**src/rtl/ifetch_pkg.sv**
```systemverilog
// Shared definitions for the ifetch_seq program sequencer.
//   state_t     : sequencer FSM states (S_HALT is only entered when
//                 IFETCH_STACK_CHECK_EN is defined)
//   GRP_CTRL    : instruction group that carries control flow
//   OP_*        : control-flow opcodes within GRP_CTRL
//   IR_NOP      : instruction presented to the decoder when idle
//   *_MSB/_LSB  : instruction field positions
package ifetch_pkg;

  typedef enum logic [2:0] {
    S_FETCH,
    S_LOAD,
    S_DECODE,
    S_EXEC,
    S_HALT
  } state_t;

  localparam logic [4:0]  GRP_CTRL = 5'b10000;

  localparam logic [6:0]  OP_JMP = 7'd0;
  localparam logic [6:0]  OP_JZE = 7'd1;
  localparam logic [6:0]  OP_JNE = 7'd2;
  localparam logic [6:0]  OP_JCY = 7'd3;
  localparam logic [6:0]  OP_RET = 7'd4;
  localparam logic [6:0]  OP_BSR = 7'd5;

  localparam logic [23:0] IR_NOP = 24'h080000;

  localparam int GRP_MSB = 23;
  localparam int GRP_LSB = 19;
  localparam int OP_MSB  = 18;
  localparam int OP_LSB  = 12;
  localparam int TGT_MSB = 11;
  localparam int TGT_LSB = 0;

endpackage

```
**src/rtl/ifetch_seq_ret_stack.sv**
```systemverilog
// ret_stack: return-address LIFO.
//   clk, rst : clock, synchronous active-high reset (clears pointer only)
//   push/din : write din at the current pointer, pointer++
//   pop/dout : dout is the top entry (sp-1); pop decrements the pointer
//   full     : sp == DEPTH
//   empty    : sp == 0
//   sp       : pointer, one bit wider than the index so full != empty
// Pointer and index wrap silently; overflow/underflow policing is left to
// the caller. DEPTH must be a power of 2, at least 2.
module ret_stack #(
  parameter int DEPTH = 8,
  parameter int W     = 12,
  localparam int AW   = $clog2(DEPTH)
) (
  input  logic          clk,
  input  logic          rst,
  input  logic          push,
  input  logic          pop,
  input  logic [W-1:0]  din,
  output logic [W-1:0]  dout,
  output logic          full,
  output logic          empty,
  output logic [AW:0]   sp
);

  localparam logic [AW:0]   SP_ONE  = (AW+1)'(1);
  localparam logic [AW-1:0] IDX_ONE = AW'(1);
  localparam logic [AW:0]   SP_FULL = (AW+1)'(DEPTH);

  logic [W-1:0]  mem [DEPTH];
  logic [AW-1:0] wr_idx, rd_idx;

  assign wr_idx = sp[AW-1:0];
  // Popping when empty therefore reads entry DEPTH-1.
  assign rd_idx = sp[AW-1:0] - IDX_ONE;
  assign dout   = mem[rd_idx];
  assign full   = (sp == SP_FULL);
  assign empty  = (sp == '0);

  always_ff @(posedge clk) begin
    if (rst)       sp <= '0;
    else if (push) sp <= sp + SP_ONE;
    else if (pop)  sp <= sp - SP_ONE;
  end

  always_ff @(posedge clk) begin
    if (push) mem[wr_idx] <= din;
  end

endmodule

```
**src/rtl/ifetch_seq.sv**
```systemverilog
// ifetch_seq: program sequencer / instruction fetch ahead of the
// microinstruction decoder. Four cycles per instruction
// (FETCH, LOAD, DECODE, EXEC); EXEC stretches while hold is high.
//   clk, rst          : clock, synchronous active-high reset
//   pm_addr, pm_rd    : program memory address/read strobe (data next cycle)
//   pm_data           : program memory read data
//   IR, ir_valid      : instruction to decoder, valid only in S_DECODE
//   z_flag, cy_flag   : datapath flags, sampled on leaving S_EXEC
//   hold              : datapath busy, stalls in S_EXEC
//   pc                : current program counter
//   err               : sticky stack fault
// Optional: define IFETCH_STACK_CHECK_EN to trap BSR-on-full and
// RET-on-empty into S_HALT with err set; otherwise the stack wraps and err=0.
module ifetch_seq
  import ifetch_pkg::*;
#(
  parameter int              PC_W      = 12,
  parameter int              STK_DEPTH = 8,
  parameter logic [PC_W-1:0] RESET_PC  = '0
) (
  input  logic            clk,
  input  logic            rst,
  output logic [PC_W-1:0] pm_addr,
  output logic            pm_rd,
  input  logic [23:0]     pm_data,
  output logic [23:0]     IR,
  output logic            ir_valid,
  input  logic            z_flag,
  input  logic            cy_flag,
  input  logic            hold,
  output logic [PC_W-1:0] pc,
  output logic            err
);

  localparam int SPW = $clog2(STK_DEPTH) + 1;
  localparam logic [PC_W-1:0] PC_ONE = PC_W'(1);

  state_t          state, state_nx;
  logic [23:0]     ir_q;
  logic [23:0]     ir_out;
  logic [PC_W-1:0] pc_q, pc_nx;
  logic [4:0]      grp;
  logic [6:0]      op;
  logic [PC_W-1:0] tgt;
  logic            take;
  logic            push, pop;
  logic            full, empty;
  logic [PC_W-1:0] stk_dout;
  logic [SPW-1:0]  stk_sp;

  assign grp = ir_q[GRP_MSB:GRP_LSB];
  assign op  = ir_q[OP_MSB:OP_LSB];
  assign tgt = PC_W'(ir_q[TGT_MSB:TGT_LSB]);

  assign pc       = pc_q;
  assign pm_addr  = pc_q;
  assign pm_rd    = (state == S_FETCH) && !rst;
  assign IR       = ir_out;
  assign ir_valid = (state == S_DECODE);

`ifdef IFETCH_STACK_CHECK_EN
  logic fault;
  logic err_q;
  logic unused_stk;
  assign err        = err_q;
  assign unused_stk = ^stk_sp;
`else
  logic unused_stk;
  assign err        = 1'b0;
  assign unused_stk = ^{stk_sp, full, empty};
`endif

  always_comb begin
    state_nx = state;
    pc_nx    = pc_q;
    take     = 1'b0;
    push     = 1'b0;
    pop      = 1'b0;
`ifdef IFETCH_STACK_CHECK_EN
    fault    = 1'b0;
`endif
    case (state)
      S_FETCH:  state_nx = S_LOAD;
      S_LOAD: begin
        state_nx = S_DECODE;
        pc_nx    = pc_q + PC_ONE;
      end
      S_DECODE: state_nx = S_EXEC;
      S_EXEC: begin
        if (!hold) begin
          state_nx = S_FETCH;
          if (grp == GRP_CTRL) begin
            case (op)
              OP_JMP:  take = 1'b1;
              OP_JZE:  take = z_flag;
              OP_JNE:  take = !z_flag;
              OP_JCY:  take = cy_flag;
              OP_RET:  pop  = 1'b1;
              OP_BSR:  push = 1'b1;
              default: ;
            endcase
          end
`ifdef IFETCH_STACK_CHECK_EN
          // A faulting BSR/RET leaves pc and the stack untouched.
          if ((push && full) || (pop && empty)) begin
            fault    = 1'b1;
            push     = 1'b0;
            pop      = 1'b0;
            state_nx = S_HALT;
          end
`endif
          // pc already holds the return address when BSR pushes it.
          if (take || push) pc_nx = tgt;
          else if (pop)     pc_nx = stk_dout;
        end
      end
`ifdef IFETCH_STACK_CHECK_EN
      S_HALT:   state_nx = S_HALT;
`endif
      default:  state_nx = S_FETCH;
    endcase
    // Reset aborts the instruction: no stack side effects that cycle.
    if (rst) begin
      push = 1'b0;
      pop  = 1'b0;
    end
  end

  always_ff @(posedge clk) begin
    if (rst) begin
      state  <= S_FETCH;
      pc_q   <= RESET_PC;
      ir_q   <= IR_NOP;
      ir_out <= IR_NOP;
    end else begin
      state <= state_nx;
      pc_q  <= pc_nx;
      if (state == S_LOAD) begin
        ir_q   <= pm_data;
        ir_out <= pm_data;
      end else if (state == S_DECODE) begin
        ir_out <= IR_NOP;
      end
    end
  end

`ifdef IFETCH_STACK_CHECK_EN
  always_ff @(posedge clk) begin
    if (rst)        err_q <= 1'b0;
    else if (fault) err_q <= 1'b1;
  end
`endif

  ret_stack #(
    .DEPTH (STK_DEPTH),
    .W     (PC_W)
  ) u_stk (
    .clk   (clk),
    .rst   (rst),
    .push  (push),
    .pop   (pop),
    .din   (pc_q),
    .dout  (stk_dout),
    .full  (full),
    .empty (empty),
    .sp    (stk_sp)
  );

endmodule

```
**config.mk**
```make
export PLATFORM = sky130hd
export DESIGN_NAME = ifetch_seq
export DESIGN_NICKNAME = d
export VERILOG_FILES = /design/src/rtl/ifetch_pkg.sv /design/src/rtl/ifetch_seq_ret_stack.sv /design/src/rtl/ifetch_seq.sv
export SDC_FILE = /design/constraint.sdc
export NUM_CORES = 1
export LEC_CHECK = 0
export ABC_AREA = 1
export CELL_PAD_IN_SITES_DETAIL_PLACEMENT = 0
export CELL_PAD_IN_SITES_GLOBAL_PLACEMENT = 1
export CORE_ASPECT_RATIO = 0.7
export CORE_MARGIN = 4
export CORE_UTILIZATION = 43
export DETAILED_ROUTE_END_ITERATION = 10
export PLACE_DENSITY = 0.81
export SYNTH_ARGS = -nofsm -noshare
export SYNTH_HDL_FRONTEND = slang
export SYNTH_SLANG_ARGS = --single-unit
```
**constraint.sdc**
```tcl
create_clock -name clk -period 2.89 [get_ports clk]
set_input_delay 0.7225 -clock clk [delete_from_list [all_inputs] [get_ports clk]]
set_output_delay 0.7225 -clock clk [all_outputs]
set_load 0.005 [all_outputs]
```
==> results.json <==
{
  "status": "complete, no violations",
  "cp.required_ns": 2.17,
  "crit_fanout": 4,
  "cts.sinks": 161,
  "p_leak_nw": 3.23,
  "die_x_um": 160,
  "crit_start": "rst",
  "cap_violations": 0,
  "synth-edff-count": 96,
  "hold_slack_ns": 0.464,
  "nets": 878,
  "wl_met1_mm": 8.64,
  "cts_setup_buffers": 0,
  "ant_nets": 0,
  "yosysMostFrequentCell": "nand2_1",
  "ios": 80,
  "tns_ns": 0,
  "port_buffers": 78,
  "yosysTopAreaCellShare_pct": 41.4,
  "place_hpwl_mm": 12.9,
  "cpPeakStageDelay_ns": 0.53,
  "cp_top_family": "buffers and inverters",
  "area_delta_synth_final_pct": 22.9,
  "worstSetupStartpointType": "input port",
  "rows": 38,
  "antennaDiodeCount": 0,
  "vias": 5512,
  "cp.depth": 3,
  "cts_buffers": 17,
  "path_clk_slew_ns": 0.06,
  "crit_chain": "clkdlybuf4s50_1 > nor2_1 > clkdlybuf4s50_1",
  "antenna_found_initial": 1,
  "place_ws_ns": 0.0793,
  "drive_above_1_share_pct": 8.31,
  "ctsHoldBuffers": 0,
  "drc": 0,
  "fin_crit_ns": 2.65,
  "skew_ns": 0.0139,
  "ys_top_cells_by_count": "nand2_1 (154), nor2_1 (97), edfxtp_1 (96)",
  "synth_cells": 765,
  "yosysWarnings": 0,
  "via_per_inst": 5.23,
  "rrSetupSlack_ns": 0.46,
  "grt_pass1_vias": 5307,
  "dieArea_um2": 18300,
  "core_area_um2": 15700,
  "cts_root_buf": "clkbuf_16",
  "crit_path_end": "pm_rd",
  "clock_path_buffers": 2,
  "die_h_um": 114,
  "rsz0062_at_grt": "false",
  "slew_violations": 0,
  "powerDensity_nw_per_um2": 885,
  "syn_area_um2": 6960,
  "initial_core_util_pct": 44.4,
  "tightest_slew_ns": 0.676,
  "async_flop_share_pct": 0,
  "worstHoldPathType": "register to register",
  "finalHoldViolCount": 0,
  "r2r_end": "pc[4]$_SDFFE_PP0P_",
  "final.period_utilization_pct": 91.6,
  "seq_area_frac_synth_pct": 60.1,
  "drt_wl_total_mm": 18.2,
  "grt.overflow.total": 0,
  "cp.arrival_ns": 1.92,
  "crit_top_cell": "clkdlybuf4s50_1",
  "routed-wl-met2_mm": 7.80,
  "max_slew_margin_pct": 54.5,
  "setup_viol": 0,
  "end_kind": "primary output",
  "ys_types": 29,
  "drtPass1Iterations": 5,
  "worstSetupPathType": "input port to primary output",
  "path_buf_inv": 2,
  "setup_slack_ns": 0.244,
  "ys.flop_type": "edfxtp_1",
  "wl_per_cell_um": 17.2,
  "yosys-top-cells-area": "edfxtp_1 (41%), dfxtp_1 (19%), nand2_1 (8.3%)",
  "routabilityCongestion": 1.02,
  "cts_tree": "yes",
  "worstRegToRegCells": 11,
  "grt_pass1_wl_mm": 28.8,
  "highest_layer": "met4",
  "cts_resized": 0,
  "clock_latency_ns": 0.43,
  "synth_seq_cells": 161,
  "syn_nets": 802,
  "track_usage_pct": 20.6,
  "clock.fmax_mhz": 378,
  "postSynthAreaPerCell_um2": 9.10,
  "yosysTopAreaCell": "edfxtp_1",
  "grt_max_degree": 52,
  "htreeDepth": 4,
  "first_iter_violations": 554,
  "critPathSlowestCell": "clkdlybuf4s50_1",
  "utilization_pct": 54.5,
  "r2r-start": "u_stk.sp[1]$_SDFFE_PP0P_",
  "met3_wirelength_mm": 1.54,
  "irDropWorstVdd_mv": 0.463
}
-- state kept, by name (all words and copies together) (netlist names) --
signal     flops
pc            12
state          2
u_stk.mem     96
IR            24
ir_q          24
u_stk.sp       3
-- cells by family (layout without fill, tap and decap cells) --
kind of cell             Yosys count  after routing  share of synthesized area (%)
AO/OA/AOI/OAI                    170            170                           12.5
XOR/XNOR                           3              3                          0.377
adder cells (fa/ha/maj)            8              8                           1.55
buffers and inverters            112            201                           7.24
flip-flops                       161            161                           60.1
other                              1              1                         0.0539
AND/OR/NAND/NOR                  310            310                           18.2
-- layout make-up --
type                    count  area, um^2
clock buffers              17         425
inverters                  60         225
well taps                 200         250
clock inverters            15         184
repair buffers            109        1010
flip-flops and latches    161        4180
multi-input cells         492        2270
fillers                  1397        7130
-- where the power goes --
part / switching [W] / internal [W]
logic: 0.00118 / 0.000922
registers: 0.000308 / 0.00288
clock network: 0.000919 / 0.00137
total: 0.00241 / 0.00516
-- worst min path at each step --
| stage | start | end | slack [ns] | cells past startpoint |
|---|---|---|---|---|
| final | ir_q[17]$_SDFFE_PP0N_ | ir_q[17]$_SDFFE_PP0N_ | 0.46 | 2 |
| after global routing | ir_q[3]$_SDFFE_PP0N_ | ir_q[3]$_SDFFE_PP0N_ | 0.48 | 2 |
| after CTS | ir_q[10]$_SDFFE_PP0N_ | ir_q[10]$_SDFFE_PP0N_ | 0.47 | 2 |
| after detailed placement | ir_q[3]$_SDFFE_PP0N_ | ir_q[3]$_SDFFE_PP0N_ | 0.46 | 2 |
| after global placement | IR[19]$_SDFFE_PP1P_ | IR[19]$_SDFFE_PP1P_ | 0.45 | 2 |
| after floorplan | ir_q[17]$_SDFFE_PP0N_ | ir_q[17]$_SDFFE_PP0N_ | 0.44 | 2 |
-- worst reg2reg max path: cells and delay by family, from the launching register on --
family,cells,cell delay (ns)
DFF,1,0.47
buffers and inverters,3,0.68
and+or+nand+nor,4,0.32
adders and majority gates,1,0.33
AOI/OAI and AO/OA,3,0.53
-- layout by cell type (no fill, tap or decap) --
cell type	Yosys	final
a21oi_1	70	70
nand2_1	154	154
ha_1	7	7
clkbuf_16	0	17
o21ai_1	2	2
inv_8	0	1
nor2_1	97	97
nor2_4	1	1
inv_1	56	56
bufinv_16	0	3
clkinvlp_4	0	7
xor2_1	2	2
inv_2	4	4
inv_6	0	2
fa_1	1	1
edfxtp_1	96	96
o21bai_1	1	1
dfxtp_1	65	65
nor3_4	1	1
nand3_1	42	42
nand2_4	1	1
buf_4	17	31
o21ai_0	90	90
clkdlybuf4s50_1	0	78
xnor2_1	1	1
clkinv_1	0	1
nor3_1	12	12
o21ai_4	1	1
or2_2	1	1
o22ai_1	6	6
nand4_1	1	1
clkinv_4	0	1
conb_1	1	1
-- routing by layer --
| layer | track usage (%) | up-vias |
|---|---|---|
| met4 | 5.62 | 0 |
| met1 | 30.5 | 2586 |
| met2 | 30.4 | 210 |
| met5 | 0 | - |
| met3 | 4.89 | 14 |
| li1 | - | 2702 |
-- through the flow --
stage	area, um^2	power, W	instances
2_1_floorplan	6960	0.00434	765
3_3_place_gp	7950	0.00528	1022
3_5_place_dp	7950	0.00533	1022
4_1_cts	8560	0.00762	1054
5_1_grt	8560	0.00801	1054
6_report	8560	0.00757	1054
Power figures use the tool's default switching activity.
